$ cat src/rtl/instr_sequencer.sv
// Multi-cycle instruction sequencer: steps FETCH/DECODE/EXEC/MEM/WB and emits
// the per-state control strobes plus a retired-instruction counter.
module instr_sequencer (
  input  logic        clk,
  input  logic        rst_n,
  input  logic        imem_ready,
  input  logic        dmem_ready,
  input  logic        branch,
  input  logic        jump,
  input  logic        mem_read,
  input  logic        mem_write,
  input  logic        write_enable,
  input  logic        br_taken,
  output logic        imem_req,
  output logic        ir_we,
  output logic        dmem_req,
  output logic        dmem_we,
  output logic        rf_we,
  output logic        pc_we,
  output logic        pc_sel,
  output logic [2:0]  state,
  output logic [31:0] instret
);

  typedef enum logic [2:0] {
    BOOT   = 3'd0,
    FETCH  = 3'd1,
    DECODE = 3'd2,
    EXEC   = 3'd3,
    MEM    = 3'd4,
    WB     = 3'd5
  } state_t;

  state_t      r_state;
  state_t      w_next;
  logic [31:0] r_instret;
  logic        w_mem_op;
  logic        w_wb_op;

  assign w_mem_op = mem_read | mem_write;
  assign w_wb_op  = write_enable | jump;

  always_ff @(posedge clk or negedge rst_n) begin
    if (!rst_n) begin
      r_state <= BOOT;
    end else begin
      r_state <= w_next;
    end
  end

  always_comb begin
    w_next = FETCH;
    case (r_state)
      BOOT:    w_next = FETCH;
      FETCH:   w_next = imem_ready ? DECODE : FETCH;
      DECODE:  w_next = EXEC;
      EXEC: begin
        if (w_mem_op)     w_next = MEM;
        else if (w_wb_op) w_next = WB;
        else              w_next = FETCH;
      end
      MEM: begin
        if (!dmem_ready)   w_next = MEM;
        else if (mem_read) w_next = WB;
        else               w_next = FETCH;
      end
      WB:      w_next = FETCH;
      default: w_next = FETCH;
    endcase
  end

  // Strobes depend on the current state and live inputs only; the unused
  // codes 6/7 fall into the default arm and keep everything low.
  always_comb begin
    imem_req = 1'b0;
    ir_we    = 1'b0;
    dmem_req = 1'b0;
    dmem_we  = 1'b0;
    rf_we    = 1'b0;
    pc_we    = 1'b0;
    pc_sel   = 1'b0;
    case (r_state)
      FETCH: begin
        imem_req = 1'b1;
        ir_we    = imem_ready;
      end
      EXEC: begin
        if (!w_mem_op && !w_wb_op) begin
          pc_we  = 1'b1;
          pc_sel = jump | (branch & br_taken);
        end
      end
      MEM: begin
        dmem_req = 1'b1;
        dmem_we  = mem_write & ~mem_read;
        if (dmem_ready && !mem_read) begin
          pc_we  = 1'b1;
          pc_sel = 1'b0;
        end
      end
      WB: begin
        rf_we  = write_enable;
        pc_we  = 1'b1;
        pc_sel = jump;
      end
      default: ;
    endcase
  end

  always_ff @(posedge clk or negedge rst_n) begin
    if (!rst_n) begin
      r_instret <= '0;
    end else if (pc_we) begin
      r_instret <= r_instret + 32'd1;
    end
  end

  assign state   = r_state;
  assign instret = r_instret;

endmodule

$ cat config.mk
export PLATFORM = sky130hd
export DESIGN_NAME = instr_sequencer
export DESIGN_NICKNAME = d
export VERILOG_FILES = /design/src/rtl/instr_sequencer.sv
export SDC_FILE = /design/constraint.sdc
export NUM_CORES = 1
export LEC_CHECK = 0
export CORE_UTILIZATION = 32
export DETAILED_ROUTE_END_ITERATION = 10
export HOLD_SLACK_MARGIN = 0.15
export PLACE_DENSITY = 0.62
export SYNTH_ARGS = -nofsm -noshare
export SYNTH_HDL_FRONTEND = slang
export SYNTH_SLANG_ARGS = --single-unit
export TNS_END_PERCENT = 1
$ cat constraint.sdc
create_clock -name clk -period 2.5 [get_ports clk]
set_clock_uncertainty 0.2 [all_clocks]
set_input_delay 0.375 -clock clk [delete_from_list [all_inputs] [get_ports clk]]
set_output_delay 0.375 -clock clk [all_outputs]
set_load 0.005 [all_outputs]
* After elaboration in Yosys (flattened, before gate mapping)
Cells that the tools add are included.
** Cells by class
- Add/sub/neg operators :: 1
- Equality and inequality tests :: 5
- Muxes and demuxes :: 16
- Bitwise operators :: 6
- Reductions and logical operators :: 5
** Operators by type and width (count)
- 32-bit by 1-bit adder with 32-bit output (second input constant) :: 1
- 3-bit 2-to-1 mux :: 4
- 3-bit case mux with 4 select lines :: 1
- 1-bit 2-to-1 mux :: 8
- 3-bit by 2-bit equality test with 1-bit output (second input constant) :: 2
- 3-bit equality test (second input constant) :: 2
- 3-bit by 1-bit equality test with 1-bit output (second input constant) :: 1
- 1-bit zero test :: 3
- 1-bit bitwise OR :: 3
- 1-bit case mux with 3 select lines :: 1
- 1-bit bitwise AND :: 2
- 1-bit logical AND :: 2
- 2-bit 2-to-1 mux :: 1
- 1-bit case mux with 2 select lines :: 1
- 1-bit NOT :: 1
** Word-level totals
- Register bits :: 35
- Word-level logic and storage cells :: 35

* Longest topological paths before layout
- Depth in word-level cells :: 5
- Depth in mapped cells :: 6

* Worst setup path before layout
No wires, ideal clock.
- Kind :: in2reg
- Start :: input mem_write
- End :: register r_instret[11], in the netlist instret[11]
- Arrival time :: 1608 ps
- Setup slack :: 568 ps
- Cell stages on the path :: 5
- Cells stage by stage :: nor4_4 -> nand3_4 -> a21oi_4 -> or3b_1 -> xnor2_1
** Between the ends
- Word-level cells in the longest chain between the ends :: 5
** RTL lines
- from (decl) :: line 11 : input logic mem_write,
- 1-bit bitwise OR :: line 40 : assign w_mem_op = mem_read | mem_write;
- 1-bit zero test :: line 88 : if (!w_mem_op && !w_wb_op) begin
- 1-bit logical AND :: line 88
- 1-bit 2-to-1 mux :: line 88
- 1-bit case mux with 3 select lines :: line 82 : case (r_state)
- to (signal assigned) :: line 114 : r_instret <= r_instret + 32'd1;
- to (decl) :: line 36 : logic [31:0] r_instret;
No other way between the ends.
A chain may end at the register's enable or synchronous reset.

* Final worst setup path
- Start :: register r_state[2], in the netlist state[2]
- End :: output ir_we
** Between the ends
- Word-level cells in the longest chain between the ends :: 2
** RTL lines
- from (decl) :: line 34 : state_t r_state;
- from (signal assigned) :: line 47 : r_state <= w_next;
- 3-bit by 1-bit equality test with 1-bit output :: line 82
- 1-bit 2-to-1 mux :: line 82
- to (decl) :: line 15 : output logic ir_we,
No other way between the ends.

==> key figures <==
Worst setup path
  • CP required: 1.92 ns
  • Worst setup path startpoint: state[2]$_DFF_PN0_
  • Kind of end point of the critical path: output pin
  • R2r startpoint: instret[4]$_DFFE_PN0P_
  • Critical path class: reg2out
  • Crit path arrival time: 1.81 ns
  • Worst setup SP type: register
  • CP Max Fanout: 7

Drt
  • DR vias: 1369
  • Max Used Layer: met4
  • TritonRoute pass-1 iters: 5
  • Antenna Nets Post-Route: 0
  • Met3 WL: 195 µm
  • Wire length per cell: 12.73 µm
  • Metal-1 WL: 1822 µm
  • Number of remaining DRC errors: 0
  • Met2 WL: 1647 µm
  • Initial DRC Count: 50
  • Vias per cell: 4.656
  • Total wire length: 3743 µm

Clock network
  • Worst-path clk slew: 0.07 ns
  • H-Tree Depth: 2
  • Clock Tree Root: clkbuf_8
  • Clk sink count: 35
  • Max Root-Sink Buffers: 2
  • Setup bufs post-CTS: 0
  • CTS Hold Bufs: 0
  • CTS tree: done
  • Total CTS buffers: 5
  • Clk_lat worst skew: 0.29 ns

Job
  • Max-cap violations: 0

Synthesis
  • Mapped Area: 0.001714 mm²
  • Largest family of logic cells by synthesized area: simple AND/OR/NAND/NOR gates
  • Cells after synthesis: 152
  • Ys flop type: dfrtp_1
  • Top post-synthesis cells by area: dfrtp_1 (51%), xnor2_1 (14%), nand3_1 (4.7%)
  • Synth Area in XOR/XNOR: 15.84%
  • Post-synth ARST share: 100.0%
  • Post-synthesis register bit count: 35
  • Simple-Gate Fraction of Synth Area: 23.87%
  • Mux cell area share after synthesis: 1.314%
  • Yosys cell types: 33
  • Post-synth net total: 163
  • Sequential fraction of the synthesis area: 51.09%
  • Synth Area in Adders: 0.7299%
  • Yosys Warn Count: 0
  • Synth area leader: dfrtp_1
  • Compound-cell area share of the yosys netlist: 6.423%
  • Avg Inst Size Synth: 11.28 µm²
  • Yosys top cell area share: 51.09%
  • EDFF count, synth: 0

STA
  • TNS Setup: 0 ns
  • Setup ws final: 0.1138 ns
  • Period Utilization, post-route: 95.45%
  • Final setup fails: 0
  • Fmax: 419.1 MHz
  • Period minus WS final: 2.386 ns
  • Worst Max-Slew Pin Slew: 0.5035 ns
  • Final Hold Vio Count: 0
  • Rel. slew slack: 66.13%
  • RSZ-0062 raised after global routing: no
  • Max-slew violations: 0

Power
  • Leakage: 1.007 nW
  • Pwr Total: 1.774 mW
  • Power Dens Cells: 699.7 mW/mm²
  • Worst IR Drop VDD: 313.8 µV

Finish
  • Commonest non-fill, non-tap cell in the layout: clkdlybuf4s50_1
  • Diode count: 0
  • Most frequent cells in the layout: clkdlybuf4s50_1 (46), dfrtp_1 (34), xnor2_1 (28)
  • Layout area overhead: 47.88%
  • Design area: 0.002535 mm²
  • Final nets: 234
  • Share of cells above drive strength 1: 15.18%

Place
  • Placed cell area: 0.002412 mm²
  • DP HPWL: 2736 µm
  • Post-placement worst setup slack: -0.1781 ns
  • Gpl congestion: 0.7806
  • Port Buf Inserts: 51

Status
  • Status: completed

Hold path
  • HP Start: instret[31]$_DFFE_PN0P_
  • Class of the worst hold path: reg2reg

Die
  • CORE AREA: 0.005140 mm²
  • Die extent in x: 75.19 µm
  • Initial Util: 33.35%
  • I/O pin count: 52
  • Die footprint: 0.005654 mm²
  • Die height: 75.19 µm
  • Cell row count: 26

Global route
  • Antenna violations before repair: 0
  • First-pass GRT wire length: 6327 µm
  • Gr ovfl total: 0
  • Vias in the first global route: 1318
  • Largest net degree at the start of global routing: 36
  • All-Layer GR Usage: 15.25%
-- cell usage after synthesis (all sizes together) (2+ instances only) --
master,count
a211oi,2
a21oi,4
and2,3
and3,3
dfrtp,35
inv,2
mux2,2
nand2,15
nand3,17
nand4,10
nor2,5
nor2b,4
nor3,2
nor3b,2
nor4,2
xnor2,28
xor2,3
-- area by class of cell --
cell class                 instances  area (µm²)
fill                             516        2605
sequential                        35       877.1
multi-input combinational        114       832.0
timing repair buffer              65       613.1
tap                               70       87.58
clock buffer                       6       82.58
clock inverter                     2       35.03
inverter                           2       7.507
-- final timing paths --
check                                          end  slack, ns  depth (start not counted)
setup / recovery                             ir_we       0.11                          4
setup reg to reg           instret[28]$_DFFE_PN0P_       0.47                          6
min in group asynchronous  instret[20]$_DFFE_PN0P_       0.29                          2
hold / removal             instret[31]$_DFFE_PN0P_       0.27                          1
max in group asynchronous       state[2]$_DFF_PN0_       1.46                          2
hold reg to reg            instret[31]$_DFFE_PN0P_       0.27                          1
-- what timing repair did --
action                     in CTS  in global routing
setup endpoints to repair       2                  2
pin swaps                       1                  2
resized for setup               5                  3
-- report_power, final --
part | leakage (nW) | switching [mW] | internal [mW] | total [mW]
Combinational | 0.476 | 0.212 | 0.314 | 0.526
Sequential | 0.470 | 0.0900 | 0.630 | 0.720
Clock | 0.0612 | 0.206 | 0.323 | 0.528
-- flip-flops by register name, summed over array words and instances (netlist names) --
name,count
state,3
instret,32
-- critical path, stage by stage, from the launching register on --
cell and delay, ns:
dfrtp_2 0.45, and2b_2 0.28, nor2b_1 0.16, and2_1 0.14
clkdlybuf4s50_1 0.50
-- routing by layer --
metal  track usage, %  vias to the layer above
li1                 -                      678
met1            20.81                      649
met3            3.748                        8
met5                0                        -
met4            6.790                        0
met2            23.02                       34
-- cell families after synthesis --
kind of cell	count (synthesis)
AND/OR/NAND/NOR	70
XOR/XNOR	31
adder cells (fa/ha/maj)	1
AO/OA/AOI/OAI	10
flip-flops	35
buffers and inverters	3
multiplexers	2
-- metrics by stage --
step | utilization (%) | hold slack, ns | instances
3_5_place_dp | 46.93 | 0.2713 | 286
4_1_cts | 49.22 | 0.2812 | 294
6_report | 49.32 | 0.2711 | 294
5_1_grt | 49.32 | 0.3097 | 294
2_1_floorplan | - | -0.1206 | 152
3_3_place_gp | 46.93 | 0.2681 | 286
Note: power is estimated with default switching activity, not from simulation.
